$ cat config.mk
export PLATFORM = sky130hd
export DESIGN_NAME = dct_job_sched
export DESIGN_NICKNAME = d
export VERILOG_FILES = /design/src/rtl/dct_job_sched.sv
export SDC_FILE = /design/constraint.sdc
export NUM_CORES = 1
export LEC_CHECK = 0
export BUFFER_PORTS_ARGS = -buffer_cell sky130_fd_sc_hd__buf_2
export CAP_MARGIN = 20
export CORE_ASPECT_RATIO = 0.8
export CORE_UTILIZATION = 45
export CTS_CLUSTER_DIAMETER = 30
export DETAILED_ROUTE_END_ITERATION = 12
export GPL_ROUTABILITY_DRIVEN = 0
export GPL_TIMING_DRIVEN = 0
export PLACE_DENSITY = 0.67
export SYNTH_ARGS = -nofsm -noshare
export SYNTH_HDL_FRONTEND = slang
export SYNTH_SLANG_ARGS = --single-unit
$ cat constraint.sdc
create_clock -name clk -period 3.2 [get_ports clk]
set_input_delay 0.48 -clock clk [delete_from_list [all_inputs] [get_ports clk]]
set_output_delay 0.48 -clock clk [all_outputs]
set_load 0.005 [all_outputs]
$ cat src/rtl/dct_job_sched.sv
// Round-robin scheduler granting one 2D DCT core to NUM_REQ requesters.
// A granted job starts one cycle after grant; it ends on core done or on timeout, then drains until core_done falls.
module dct_job_sched #(
  parameter int NUM_REQ     = 4,
  parameter int TIMEOUT_CYC = 65535
) (
  input  logic                    clk,
  input  logic                    reset,
  input  logic [NUM_REQ-1:0]      req_valid,
  input  logic [NUM_REQ-1:0][1:0] req_size,
  output logic [NUM_REQ-1:0]      grant,
  output logic [NUM_REQ-1:0]      req_done,
  output logic [NUM_REQ-1:0]      req_abort,
  output logic                    core_start,
  output logic [1:0]              core_size,
  input  logic                    core_done,
  output logic                    busy,
  output logic                    err_timeout,
  input  logic                    err_clear,
  output logic [15:0]             job_count
);

  localparam int OW = $clog2(NUM_REQ);
  localparam int CW = (TIMEOUT_CYC > 1) ? $clog2(TIMEOUT_CYC) : 1;
  localparam logic [CW-1:0] CNT_LAST  = CW'(TIMEOUT_CYC - 1);
  localparam logic [OW-1:0] LAST_INIT = OW'(NUM_REQ - 1);

  typedef enum logic [1:0] {S_IDLE, S_GRANT, S_RUN, S_DRAIN} state_t;

  state_t              r_state;
  logic [OW-1:0]       r_owner;
  logic [OW-1:0]       r_last;
  logic [NUM_REQ-1:0]  r_grant;
  logic [NUM_REQ-1:0]  r_done;
  logic [NUM_REQ-1:0]  r_abort;
  logic                r_start;
  logic [1:0]          r_size;
  logic                r_err;
  logic [15:0]         r_job_cnt;
  logic [CW-1:0]       r_cnt;

  logic                w_found;
  logic [OW-1:0]       w_pick;
  logic [OW-1:0]       w_idx;

  // First valid requester at or after last_owner+1, wrapping modulo NUM_REQ.
  always_comb begin
    w_found = 1'b0;
    w_pick  = '0;
    w_idx   = '0;
    for (int i = 0; i < NUM_REQ; i++) begin
      w_idx = OW'((int'(r_last) + 1 + i) % NUM_REQ);
      if (!w_found && req_valid[w_idx]) begin
        w_found = 1'b1;
        w_pick  = w_idx;
      end
    end
  end

  always_ff @(posedge clk or posedge reset) begin
    if (reset) begin
      r_state   <= S_IDLE;
      r_owner   <= '0;
      r_last    <= LAST_INIT;
      r_grant   <= '0;
      r_done    <= '0;
      r_abort   <= '0;
      r_start   <= 1'b0;
      r_size    <= 2'd0;
      r_err     <= 1'b0;
      r_job_cnt <= 16'd0;
      r_cnt     <= '0;
    end else begin
      r_done  <= '0;
      r_abort <= '0;
      // A timeout set later in this block overrides a same-cycle clear.
      if (err_clear) r_err <= 1'b0;
      case (r_state)
        S_IDLE: begin
          if (w_found) begin
            r_owner <= w_pick;
            r_grant <= NUM_REQ'(1) << w_pick;
            r_state <= S_GRANT;
          end
        end
        S_GRANT: begin
          r_size  <= req_size[r_owner];
          r_start <= 1'b1;
          r_cnt   <= '0;
          r_state <= S_RUN;
        end
        S_RUN: begin
          if (core_done) begin
            r_start   <= 1'b0;
            r_done    <= r_grant;
            r_job_cnt <= r_job_cnt + 16'd1;
            r_state   <= S_DRAIN;
          end else if (r_cnt == CNT_LAST) begin
            r_start <= 1'b0;
            r_abort <= r_grant;
            r_err   <= 1'b1;
            r_state <= S_DRAIN;
          end else begin
            r_cnt <= r_cnt + 1'b1;
          end
        end
        S_DRAIN: begin
          // Hold ownership until the core has returned to idle.
          if (!core_done) begin
            r_grant <= '0;
            r_last  <= r_owner;
            r_state <= S_IDLE;
          end
        end
        default: r_state <= S_IDLE;
      endcase
    end
  end

  assign grant       = r_grant;
  assign req_done    = r_done;
  assign req_abort   = r_abort;
  assign core_start  = r_start;
  assign core_size   = r_size;
  assign busy        = (r_state != S_IDLE);
  assign err_timeout = r_err;
  assign job_count   = r_job_cnt;

endmodule

**After elaboration in Yosys (flattened, before gate mapping)**

Cells that the tools add are included.

- Latch bits: 0
- Output and inout port bits: 33
- Bits in read-only memories: 0
- Bits in writable memories: 0
- Memories kept: 0
- Flip-flop bits (word level): 54
- Logic and storage cells: 90
- Input port bits: 16

- Order comparisons: 5
- $mul: 0
- Bitwise gates (word level): 1
- Mux-type cells: 40
- Equal/unequal tests: 9
- Reductions and logical operators: 17
- Div/mod/pow operators: 0
- $add $sub $neg: 6
- Shift operators: 1

Operators by type and width:

| operator | count |
|---|---|
| adder 16 x 1 -> 16 bit, second input constant | 2 |
| two-way mux 16 bit | 2 |
| one-hot mux 16 bit (2 select lines) | 1 |
| two-way mux 4 bit | 6 |
| two-way mux 2 bit | 9 |
| equality test 16 bit, second input constant | 1 |
| < comparator 2 x 3 -> 1 bit, second input constant | 5 |
| two-way mux 1 bit | 14 |
| AND reduction 2 bit | 5 |
| binary-select mux 1 bit (select 2 bit) | 4 |
| != test 2 bit, second input constant | 4 |
| one-hot mux 2 bit (4 select lines) | 1 |
| one-hot mux 4 bit (2 select lines) | 1 |
| adder 2 bit, second input constant | 3 |
| AND reduction 3 bit | 2 |
| nonzero test 2 bit | 3 |
| binary-select mux 2 bit (select 2 bit) | 1 |
| equality test 2 bit, second input constant | 2 |
| left shift 1 x 2 -> 4 bit, first input constant | 1 |
| logical AND 1 bit | 3 |
| zero test 1 bit | 3 |
| != test 3 bit, second input constant | 1 |
| adder 2 x 1 -> 2 bit, second input constant | 1 |
| equality test 2 x 1 -> 1 bit, second input constant | 1 |
| 3 further kinds | 3 |

**Longest topological paths before layout**

Gate-level depths: netlist of run 1.

- Depth in word-level cells: 16
- Depth in mapped cells: 7
- Mapped depth without buffers: 6

**Least setup slack after synthesis of run 1**

No wires, ideal clock.

- Path kind: flip-flop to flip-flop
- Start point: reg r_state[0]
- End point: reg r_job_cnt[15], in the netlist job_count[15]
- Setup time: 0.079 ns
- Cell stages (with the launch flop): 8
- Path slack: 1.254 ns
- Arrival: 1.866 ns
- Period minus slack after synthesis: 1.946 ns
- Data required time: 3.121 ns
- Path through: dfrtp_1 -> inv_1 -> ha_1 -> nand4_1 -> or4_1 -> buf_2 -> nor4_4 -> xor2_1

- Cells in the longest elaborated chain, start to end: 2

RTL lines:

| item | line | text |
|---|---|---|
| start: declaration | 30 | `state_t r_state;` |
| start signal: assignment | 62 | `r_state <= S_IDLE;` |
| start signal: assignment | 83 | `r_state <= S_GRANT;` |
| start signal: assignment | 90 | `r_state <= S_RUN;` |
| equality test 2 bit | 78 | `case (r_state)` |
| AND reduction 2 bit (no source line) | -- |  |
| end signal: assignment | 96 | `r_job_cnt <= r_job_cnt + 16'd1;` |
| end: declaration | 39 | `logic [15:0] r_job_cnt;` |

No other way between the ends.
A chain may end at the register's enable or synchronous reset.

**Worst setup path after layout of run 1**

- Start point: reg r_state[0]
- End point: reg r_cnt[9]

- Cells in the longest elaborated chain, start to end: 3
- Elaborated cells on any way between the ends: 7

RTL lines:

| item | line | text |
|---|---|---|
| equality test 2 bit or equality test 2 x 1 -> 1 bit (tied branches) | 78 |  |
| != test 2 bit (no source line) or nonzero test 2 bit (tied branches) | -- |  |
| AND reduction 3 bit (no source line) | -- |  |
| end signal: assignment | 104 | `r_cnt <= r_cnt + 1'b1;` |
| end: declaration | 40 | `logic [CW-1:0] r_cnt;` |

Several ways; a longest one is shown, not always the timed one.

==> out/qor.tcl, run 1 <==
set qor(cts_tree) {built}
set qor(synthTopCellsByArea) {dfrtp_1 (47%), ha_1 (3.6%), nand2_1 (2.7%)}
set qor(comb_power_share_pct) 33.6
set qor(cts_repair_resize_count) 0
set qor(synthCells) 256
set qor(global_route_wire_length_before_repair_um) 9708
set qor(cts_made_buffers) 5
set qor(crit_path_start_kind) {flip-flop}
set qor(synth_enable_flop_cells) 0
set qor(synthArstFlopShare_pct) 100.0
set qor(timing.fmax_mhz) 440.6
set qor(detailedRoute.firstIterationViolations) 117
set qor(ctsLongestPathBuffers) 2
set qor(worst-setup-path-type) {flip-flop to flip-flop}
set qor(finalClockSkew_ps) 6.234
set qor(htree_levels) 2
set qor(layout.core_utilization_pct) 54.79
set qor(synthesis.area_per_instance_um2) 10.71
set qor(track_usage_pct) 19.85
set qor(floorplan.die_area_mm2) 0.006413
set qor(pwr_density_cell_mw_per_mm2) 673.3
set qor(cts_hold_buffers) 0
set qor(dr.pass1.iters) 5
set qor(power_report.internal_total_uw) 1386
set qor(tns_ps) 0
set qor(critical_path_peak_fanout) 10
set qor(regArea_mm2) 0.001354
set qor(initial_utilization_pct) 46.64
set qor(multi_input_area_mm2) 0.001326
set qor(io_buffers) 48
set qor(maximum_number_of_pins_on_one_net_before_global_route_repair) 37
set qor(vias) 2130
set qor(net-switching-power_uw) 783.6
set qor(timing.critical_path.to_type) {flip-flop}
set qor(fillerInstances) 562
set qor(cts.root.buffer_cell) {clkbuf_8}
set qor(yosysUniqueCellTypes) 50
set qor(hold_viol_final) 0
set qor(syn_nets) 280
set qor(grt_pass1_vias) 2021
set qor(drtAntennaViolNets) 0
set qor(core-area_mm2) 0.005881
set qor(ys_warn_count) 0
set qor(number_of_antenna_violations_at_the_first_check_in_global_routing) 0
set qor(synth_area_leader_cell) {dfrtp_1}
set qor(drc_errors) 0
set qor(power.leakage_uw) 0.001553
set qor(wl_um) 5752
set qor(max-vdd-ir-drop_v) 0.0003504
set qor(postSynth.topFlopCell) {dfrtp_1}
set qor(synth.cell_area_mm2) 0.002743
set qor(finalSetupViolations) 0
set qor(antenna-diode-count) 0
set qor(worstSkewPairLatency_ps) 320
set qor(startpoint_of_the_lowest_slack_register_to_register_path) {r_state[0]}
set qor(maxCapViolations) 0
set qor(final_critical_path_share_of_the_clock_period_pct) 70.93
set qor(tightestPinTransition_ps) 743.9
set qor(die_height_um) 71.83
set qor(placement.cell_area_mm2) 0.003104
set qor(post_route_cells_drive_above_1_share_pct) 24.60
set qor(design_power_total_uw) 2169
set qor(status) {completed}
set qor(arrival_ps) 2520
set qor(grt_setup_unrepaired) {false}
set qor(die_width_um) 89.29
set qor(placementRows) 25
set qor(hold_path.class) {input port to asynchronous set/reset pin}
set qor(area_growth_syn_to_layout_pct) 17.47
set qor(power.share.sequential_pct) 44.0
set qor(worst-endpoint-required_ps) 3450
set qor(cts_setup_buffers) 0
set qor(dpl.hpwl_um) 4213
set qor(num-nets-final) 336
set qor(timing.hold.ws_ps) 139.0
set qor(vias_per_cell) 5.406
set qor(synth-seq-cells) 54
set qor(maxSlewViolCount) 0
set qor(wire_per_inst_um) 14.60
set qor(post-synth-top-area-fraction_pct) 47.45
set qor(p_sw_share_pct) 36.12
set qor(synth.most_common_cell) {dfrtp_1}
set qor(worst_rel_slew_slack_pct) 49.76
set qor(cts.reportedPaths.clkPinSlew_ps) 100
set qor(post-route-cell-area_mm2) 0.003222
set qor(yosysSeqAreaShare_pct) 49.36
set qor(part_of_the_power_in_the_clock_network_pct) 22.4
set qor(ioPinCount) 49
set qor(layout_min_cycle_time_ps) 2270
set qor(cts_sinks) 54
set qor(synth_cell_count_leaders) {dfrtp_1 (52), nand2_1 (20), nor2_1 (12)}
set qor(global_route.overflow_total) 0
set qor(critical_path.startpoint) {r_state[0]}
[state kept, by name, indices dropped and copies added, names as in the netlist]
register / flops
r_state: 2
r_owner: 2
job_count: 16
req_done: 4
grant: 4
r_last: 2
r_cnt: 16
err_timeout: 1
core_start: 1
core_size: 2
req_abort: 4
[cell usage in the layout, fill, tap and decap left out, types with 2 or more instances in the layout]
cell type	Yosys	routed
nand2_1	20	20
nor2b_1	2	2
xor2_1	7	7
mux4_2	2	2
ha_1	8	8
clkbuf_1	4	4
a31oi_1	2	2
inv_1	10	9
nor4_2	2	2
a41o_1	2	2
nor2_1	12	12
o2bb2ai_1	4	4
nand3_1	11	11
or4_1	7	7
clkbuf_8	0	5
nor4_1	3	3
and4_1	4	4
o31ai_1	4	4
o41ai_1	2	2
or3_1	5	5
mux2i_1	4	4
nand4_1	7	7
mux2_2	6	6
a22oi_1	2	2
nand2b_1	9	9
o211ai_1	3	3
buf_2	2	50
and2_1	4	4
and3_1	9	9
dfrtp_1	52	52
dfstp_2	2	2
o21ai_0	10	10
a21oi_1	10	10
xnor2_1	8	8
[worst max-delay path, stage by stage (launching register included)]
cell and delay [ps]:
dfrtp_1 390, inv_1 100, ha_1 310, clkbuf_1 280
and3_1 270, nand3_1 140, nor4_1 470, mux2i_1 240
[power by group through the flow]
stage	clock (µW)	sequential (µW)	combinational, µW
final	486	954	729
after global routing	525	978	837
after CTS	496	954	738
after detailed placement	0	968	735
after global placement	0	962	713
after floorplan	0	943	501
[per-stage QoR]
step,std cells,setup WS (ps)
finish,394,930.4
global route,394,637.7
detailed placement,386,1002
CTS,394,958.2
global placement,385,696.3
floorplan,256,1254
[path summary, 6_finish.rpt]
path	endpoint	slack (ps)	cells past startpoint
setup / recovery	r_cnt[9]	930	7
hold / removal	job_count[2]	140	2
setup reg to reg	r_cnt[9]	930	7
hold reg to reg	job_count[15]	480	1
max in group asynchronous	r_last[0]	2460	3
min in group clk	err_timeout	330	2
[routing by layer]
metal / global-route usage, % / part of all wire, % / vias up / wire length (µm)
met3: 3.802 / 3.5 / 6 / 203
met5: 0 / 0 / - / 0
li1: - / - / 1050 / -
met1: 29.52 / 53 / 1031 / 3032
met4: 6.702 / 0.96 / 0 / 55
met2: 29.01 / 43 / 43 / 2460
[cell type report]
cell class,instances,area share [%]
inverters,10,1.165
well taps,81,3.146
clock buffers,5,2.136
multi-input cells,186,41.16
plain buffers,6,0.7767
flip-flops and latches,54,42.02
clock inverters,3,1.515
repair buffers,49,8.078
[cells by family (layout without fill, tap and decap cells)]
family	count (synthesis)	after routing	synth area share, %
compound gates	47	47	11.41
buf+inv	16	73	2.281
flops	54	54	49.36
xor+xnor	15	15	4.790
simple gates	104	104	22.95
fa+ha+maj	8	8	3.650
mux	12	12	5.565
Power figures use the tool's default switching activity.
==> inputs of run 2 (changes only) <==
--- a/config.mk
+++ b/config.mk
@@ -5,6 +5,7 @@
 export SDC_FILE = /design/constraint.sdc
 export NUM_CORES = 1
 export LEC_CHECK = 0
+export ABC_AREA = 1
 export BUFFER_PORTS_ARGS = -buffer_cell sky130_fd_sc_hd__buf_2
 export CAP_MARGIN = 20
 export CORE_ASPECT_RATIO = 0.8
@@ -13,7 +14,7 @@
 export DETAILED_ROUTE_END_ITERATION = 12
 export GPL_ROUTABILITY_DRIVEN = 0
 export GPL_TIMING_DRIVEN = 0
-export PLACE_DENSITY = 0.67
+export PLACE_DENSITY = 0.66
 export SYNTH_ARGS = -nofsm -noshare
 export SYNTH_HDL_FRONTEND = slang
 export SYNTH_SLANG_ARGS = --single-unit
==> constraint.sdc (replaced) <==
create_clock -name clk -period 2.2 [get_ports clk]
set_input_delay 0.33 -clock clk [delete_from_list [all_inputs] [get_ports clk]]
set_output_delay 0.33 -clock clk [all_outputs]
set_load 0.005 [all_outputs]
==> out/qor.tcl, run 2 <==
set qor(power.leakage_uw) 0.001803 ;# +16%
set qor(final_common_cell) {nand2_1}
set qor(cts_tree) {built}
set qor(post-route-cell-area_mm2) 0.003611 ;# +12%
set qor(yosysUniqueCellTypes) 34 ;# -32%
set qor(core-area_mm2) 0.006539 ;# +11%
set qor(ys_warn_count) 0 ;# unchanged
set qor(grt_pass1_vias) 2272 ;# +12%
set qor(critical_path.startpoint) {r_state[0]}
set qor(pwr_density_cell_mw_per_mm2) 1149 ;# +71%
set qor(wire_per_inst_um) 12.10 ;# -17%
set qor(cts_made_buffers) 5 ;# unchanged
set qor(dr.pass1.iters) 4 ;# -1
set qor(area_growth_syn_to_layout_pct) 15.76
set qor(worst_path_dominant_cell_family) {simple AND/OR/NAND/NOR gates}
set qor(post-place-cells) 499 ;# +29%
set qor(cts.reportedPaths.clkPinSlew_ps) 100 ;# about the same
set qor(vias) 2524 ;# +18%
set qor(synth_cell_count_leaders) {nand2_1 (78), dfrtp_1 (52), nor2_1 (43)}
set qor(startpoint_of_the_lowest_slack_register_to_register_path) {r_state[0]}
set qor(num-nets-final) 447 ;# +33%
set qor(timing.fmax_mhz) 530.0 ;# +20%
set qor(ctsLongestPathBuffers) 2 ;# unchanged
set qor(post-synth-top-area-fraction_pct) 41.72 ;# -5.7 points
set qor(rr_endpoint) {job_count[15]}
set qor(global_route_wire_length_before_repair_um) 10540 ;# +8.5%
set qor(global_route.overflow_total) 0 ;# unchanged
set qor(crit_path_start_kind) {flip-flop}
set qor(hold_viol_final) 0 ;# unchanged
set qor(max-vdd-ir-drop_v) 0.0007935 ;# +130%
set qor(hold_path.class) {input port to flip-flop}
set qor(post_route_cells_drive_above_1_share_pct) 25.94 ;# +1.3 points
set qor(reg2regPathDepth) 10 ;# +3
set qor(layout_min_cycle_time_ps) 1887 ;# -382.7 ps
set qor(vias_per_cell) 4.969 ;# -8.1%
set qor(worstSkewPairLatency_ps) 310 ;# about the same
set qor(worst_setup_path_endpoint) {job_count[15]}
set qor(final_instance_count_without_filler_cells) 508 ;# +29%
set qor(cts_hold_buffers) 1 ;# +1
set qor(placementRows) 26 ;# +4.0%
set qor(placement.cell_area_mm2) 0.003485 ;# +12%
set qor(antenna-diode-count) 0 ;# unchanged
set qor(maxCapViolations) 0 ;# unchanged
set qor(status) {completed}
set qor(floorplan.die_area_mm2) 0.007271 ;# +13%
set qor(timing.reg2reg.setup_slack_ps) 310 ;# -620 ps
set qor(postSynth.topFlopCell) {dfrtp_1}
set qor(htree_levels) 2 ;# unchanged
set qor(critical_path_peak_fanout) 10 ;# unchanged
set qor(syn_nets) 390 ;# +39%
set qor(fillerInstances) 603 ;# +7.3%
set qor(cts_sinks) 54 ;# unchanged
set qor(io_buffers) 48 ;# unchanged
set qor(layout.cells.most_common_list) {nand2_1 (78), dfrtp_1 (52), buf_2 (48), nor2_1 (43), inv_1 (36)}
set qor(grt_setup_unrepaired) {false}
set qor(worst-endpoint-required_ps) 2410 ;# -1040 ps
set qor(worst-setup-path-type) {flip-flop to flip-flop}
set qor(die_width_um) 95.09 ;# +6.5%
set qor(timing.critical_path.to_type) {flip-flop}
set qor(maxSlewViolCount) 0 ;# unchanged
set qor(die_height_um) 76.47 ;# +6.5%
set qor(tightestPinTransition_ps) 494.6 ;# -249.3 ps
set qor(slowest_stage) {dfrtp_1}
set qor(synthArstFlopShare_pct) 100.0 ;# unchanged
set qor(maximum_number_of_pins_on_one_net_before_global_route_repair) 39 ;# +5.4%
set qor(yosysSeqAreaShare_pct) 43.40 ;# -6.0 points
set qor(finalSetupViolations) 0 ;# unchanged
set qor(cts_setup_buffers) 0 ;# unchanged
set qor(synth_enable_flop_cells) 0 ;# unchanged
set qor(number_of_antenna_violations_at_the_first_check_in_global_routing) 0 ;# unchanged
set qor(synthesis.area_per_instance_um2) 8.523 ;# -20%
set qor(final_critical_path_share_of_the_clock_period_pct) 85.77 ;# +15 points
set qor(critPathBufInv) 3 ;# +1
set qor(timing.critical_path.cells) {inv_1, ha_1, buf_4, nand2_2, buf_6, nor2_2, nand4_2, nor3_2, nand4_1, xnor2_1}
set qor(synth_area_leader_cell) {dfrtp_1}
set qor(detailedRoute.firstIterationViolations) 141 ;# +21%
set qor(wl_um) 6145 ;# +6.8%
set qor(drtAntennaViolNets) 0 ;# unchanged
set qor(max_stage_delay_ps) 430 ;# -40 ps
set qor(worst_rel_slew_slack_pct) 67.02 ;# +17 points
set qor(initial_utilization_pct) 47.70 ;# +1.1 points
set qor(synth-seq-cells) 54 ;# unchanged
set qor(path_depth) 10 ;# +3
set qor(synthTopCellsByArea) {dfrtp_1 (42%), nand2_1 (9.4%), nor2_1 (5.2%)}
set qor(synth.most_common_cell) {nand2_1}
set qor(cts.root.buffer_cell) {clkbuf_8}
set qor(track_usage_pct) 18.26 ;# -1.6 points
set qor(drc_errors) 0 ;# unchanged
set qor(layout.core_utilization_pct) 55.22 ;# +0.44 points
set qor(finalClockSkew_ps) 9.073 ;# +2.839 ps
set qor(dpl.hpwl_um) 4787 ;# +14%
set qor(synthCells) 366 ;# +43%
set qor(cts_repair_resize_count) 0 ;# unchanged
set qor(synth.cell_area_mm2) 0.003119 ;# +14%
set qor(arrival_ps) 2090 ;# -430 ps
set qor(ioPinCount) 49 ;# unchanged
==> run 2: final cells by class <==
cell class	instances	area [µm²]	area share, %
well taps	84	105.1	2.911
inverters	39	156.4	4.331
clock buffers	5	68.82	1.906
repair buffers	50	270.3	7.484
multi-input cells	265	1545	42.79
clock inverters	3	47.55	1.317
flip-flops and latches	54	1354	37.49
plain buffers	8	63.81	1.767
==> run 2: where the power goes <==
group	switching, µW	internal [µW]	leakage, µW
combinational	1360	751	0.00102
clock	340	345	0.0000587
sequential	164	1180	0.000719
==> run 2: metal layers <==
metal / global-route usage, % / up-vias / wire length (µm)
met1: 28.63 / 1159 / 3285
met4: 4.545 / 0 / 43
li1: - / 1292 / -
met2: 24.93 / 68 / 2493
met5: 0 / - / 0
met3: 3.992 / 5 / 323
==> run 2: worst min path at each step <==
stage / start / to / cells past startpoint
floorplan: err_clear / err_timeout / 1
global placement: job_count[15] / job_count[15] / 1
detailed placement: reset / job_count[10] / 2
CTS: err_clear / err_timeout / 2
global route: err_clear / err_timeout / 2
finish: err_clear / err_timeout / 2
==> run 2: logic make-up (layout without fill, tap and decap cells) <==
logic type	count (synthesis)	count (layout)	synth area share, %
AO/OA/AOI/OAI	39	39	7.701
XOR/XNOR	24	24	6.739
adder cells (fa/ha/maj)	8	8	3.209
buffers and inverters	47	105	7.060
flip-flops	54	54	43.40
AND/OR/NAND/NOR	194	194	31.89
==> run 2: worst register-to-register path, cell delays in order, from the launching register on <==
cell	delay, ps
dfrtp_1	430
inv_1	120
ha_1	150
buf_4	150
nand2_2	70
buf_6	150
nor2_2	120
nand4_2	120
nor3_2	190
nand4_1	140
xnor2_1	150
==> run 2: per-stage QoR <==
step                hold slack [ps]  power (µW)  setup TNS (ps)  worst slack (ps)
floorplan                     426.4        2972               0             499.1
global placement              457.1        3426           -5933            -116.7
detailed placement            343.6        3475               0             290.1
CTS                           170.4        4179               0             279.5
global route                  162.7        4532               0             130.1
finish                        189.5        4147               0             313.0
==> inputs of run 3 (changes only) <==
==> constraint.sdc (replaced) <==
create_clock -name clk -period 1.8 [get_ports clk]
set_input_delay 0.27 -clock clk [delete_from_list [all_inputs] [get_ports clk]]
set_output_delay 0.27 -clock clk [all_outputs]
set_load 0.005 [all_outputs]
==> out/qor.tcl, run 3 (same netlist as run 2, synthesis figures left out) <==
set qor(hold_viol_final) 0 ;# unchanged
set qor(drc_errors) 0 ;# unchanged
set qor(final_critical_path_share_of_the_clock_period_pct) 95.97 ;# +10 points
set qor(global_route_wire_length_before_repair_um) 10610 ;# +0.65%
set qor(vias) 2618 ;# +3.7%
set qor(crit_path_start_kind) {flip-flop}
set qor(worstSkewPairLatency_ps) 310 ;# about the same
set qor(cts.root.buffer_cell) {clkbuf_8}
set qor(critical_path_peak_fanout) 5 ;# -5
set qor(cts_made_buffers) 5 ;# unchanged
set qor(reg2regPathDepth) 12 ;# +2
set qor(cts.reportedPaths.clkPinSlew_ps) 100 ;# about the same
set qor(placementRows) 26 ;# unchanged
set qor(track_usage_pct) 18.37 ;# +0.10 points
set qor(worst-setup-path-type) {flip-flop to flip-flop}
set qor(timing.fmax_mhz) 578.9 ;# +9.2%
set qor(hold_path.class) {input port to flip-flop}
set qor(status) {completed}
set qor(layout.core_utilization_pct) 58.61 ;# +3.4 points
set qor(layout_min_cycle_time_ps) 1727 ;# -159.5 ps
set qor(maxSlewViolCount) 0 ;# unchanged
set qor(antenna-diode-count) 0 ;# unchanged
set qor(die_height_um) 76.47 ;# unchanged
set qor(initial_utilization_pct) 47.70 ;# unchanged
set qor(area_growth_syn_to_layout_pct) 22.86
set qor(cts_sinks) 54 ;# unchanged
set qor(io_buffers) 48 ;# unchanged
set qor(dr.pass1.iters) 5 ;# +1
set qor(post_route_cells_drive_above_1_share_pct) 30.61 ;# +4.7 points
set qor(maximum_number_of_pins_on_one_net_before_global_route_repair) 39 ;# unchanged
set qor(finalClockSkew_ps) 9.524 ;# +0.4510 ps
set qor(worst_path_dominant_cell_family) {flip-flops}
set qor(tightestPinTransition_ps) 494.6 ;# -0.04590 ps
set qor(core-area_mm2) 0.006539 ;# unchanged
set qor(number_of_antenna_violations_at_the_first_check_in_global_routing) 0 ;# unchanged
set qor(grt_pass1_vias) 2294 ;# +0.97%
set qor(max-vdd-ir-drop_v) 0.001029 ;# +30%
set qor(drtAntennaViolNets) 0 ;# unchanged
set qor(layout.cells.most_common_list) {nand2_1 (76), dfrtp_1 (52), buf_2 (48), nor2_1 (40), inv_1 (34)}
set qor(wl_um) 6545 ;# +6.5%
set qor(ctsLongestPathBuffers) 2 ;# unchanged
set qor(timing.critical_path.cells) {buf_4, clkbuf_16, nand2_2, nand2_4, nand2_1, nand2_1, inv_2, nand3_4, nand2_4, buf_4, nor2_1, a21oi_1}
set qor(worst_rel_slew_slack_pct) 67.03 ;# about the same
set qor(critPathBufInv) 4 ;# +1
set qor(slowest_stage) {dfstp_2}
set qor(ioPinCount) 49 ;# unchanged
set qor(dpl.hpwl_um) 4787 ;# unchanged
set qor(cts_tree) {built}
set qor(placement.cell_area_mm2) 0.003485 ;# unchanged
set qor(wire_per_inst_um) 12.47 ;# +3.1%
set qor(max_stage_delay_ps) 560 ;# +130 ps
set qor(htree_levels) 2 ;# unchanged
set qor(grt_setup_unrepaired) {true}
set qor(power.leakage_uw) 0.001915 ;# +6.2%
set qor(global_route.overflow_total) 0 ;# unchanged
set qor(maxCapViolations) 0 ;# unchanged
set qor(die_width_um) 95.09 ;# unchanged
set qor(floorplan.die_area_mm2) 0.007271 ;# unchanged
set qor(num-nets-final) 464 ;# +3.8%
set qor(worst-endpoint-required_ps) 2000 ;# -410 ps
set qor(finalSetupViolations) 0 ;# unchanged
set qor(timing.reg2reg.setup_slack_ps) 70 ;# -240 ps
set qor(vias_per_cell) 4.987 ;# +0.37%
set qor(path_depth) 12 ;# +2
set qor(post-route-cell-area_mm2) 0.003832 ;# +6.1%
set qor(timing.critical_path.to_type) {flip-flop}
set qor(timing.hold.worst_path_depth) 2 ;# unchanged
set qor(design_power_total_uw) 5513 ;# +33%
set qor(final_common_cell) {nand2_1}
set qor(arrival_ps) 1930 ;# -160 ps
set qor(detailedRoute.firstIterationViolations) 128 ;# -9.2%
set qor(pwr_density_cell_mw_per_mm2) 1438 ;# +25%
==> run 3: cell types whose count changed in the layout (fill, tap and decap cells not counted), sizes merged <==
cell and delta:
clkbuf +1, buf +16
==> run 3: path summary, 6_finish.rpt <==
kind | startpoint | endpoint
setup / recovery | r_last[0] | r_owner[0]
hold / removal | err_clear | err_timeout
setup reg to reg | r_last[0] | r_owner[0]
hold reg to reg | job_count[15] | job_count[15]
max in group asynchronous | reset | r_last[0]
min in group asynchronous | reset | job_count[10]
==> run 3: layer usage <==
metal	routed length, µm	up-vias	track usage, %
met5	0	-	0
met4	43	0	4.545
li1	-	1331	-
met3	361	5	3.992
met2	2769	70	25.21
met1	3370	1212	28.69
==> run 3: where the power goes <==
group	internal, µW	switching [µW]
clock network	422	418
logic	1190	1830
registers	1450	208
==> run 3: stage by stage <==
stage                     worst slack, ps  instances  TNS, ps  hold slack [ps]
after global placement             -456.7        498   -23840            456.5
after detailed placement           -109.9        499   -328.5            283.6
final                               72.54        525        0            129.8
after global routing               -40.68        525   -97.84            102.7
after floorplan                     99.11        366        0            366.4
after CTS                           31.12        512        0            110.4
==> run 3: timing repair <==
item | 4_1_cts | 5_1_grt
setup endpoints to repair | 4 | 18
pin swaps | 2 | 12
cloned | 0 | 1
setup buffers | 4 | 13
hold endpoints to repair | 16 | 0
hold buffers | 1 | 0
gates resized for setup | 2 | 20
==> run 3: layout make-up <==
class | count | area [µm²]
Tap cell | 84 | 105.1
Fill cell | 584 | 2706
Inverter | 39 | 158.9
Buffer | 7 | 67.56
Clock buffer | 5 | 68.82
Multi-Input combinational cell | 265 | 1608
Sequential cell | 54 | 1354
Clock inverter | 3 | 47.55
Timing Repair Buffer | 68 | 422.9
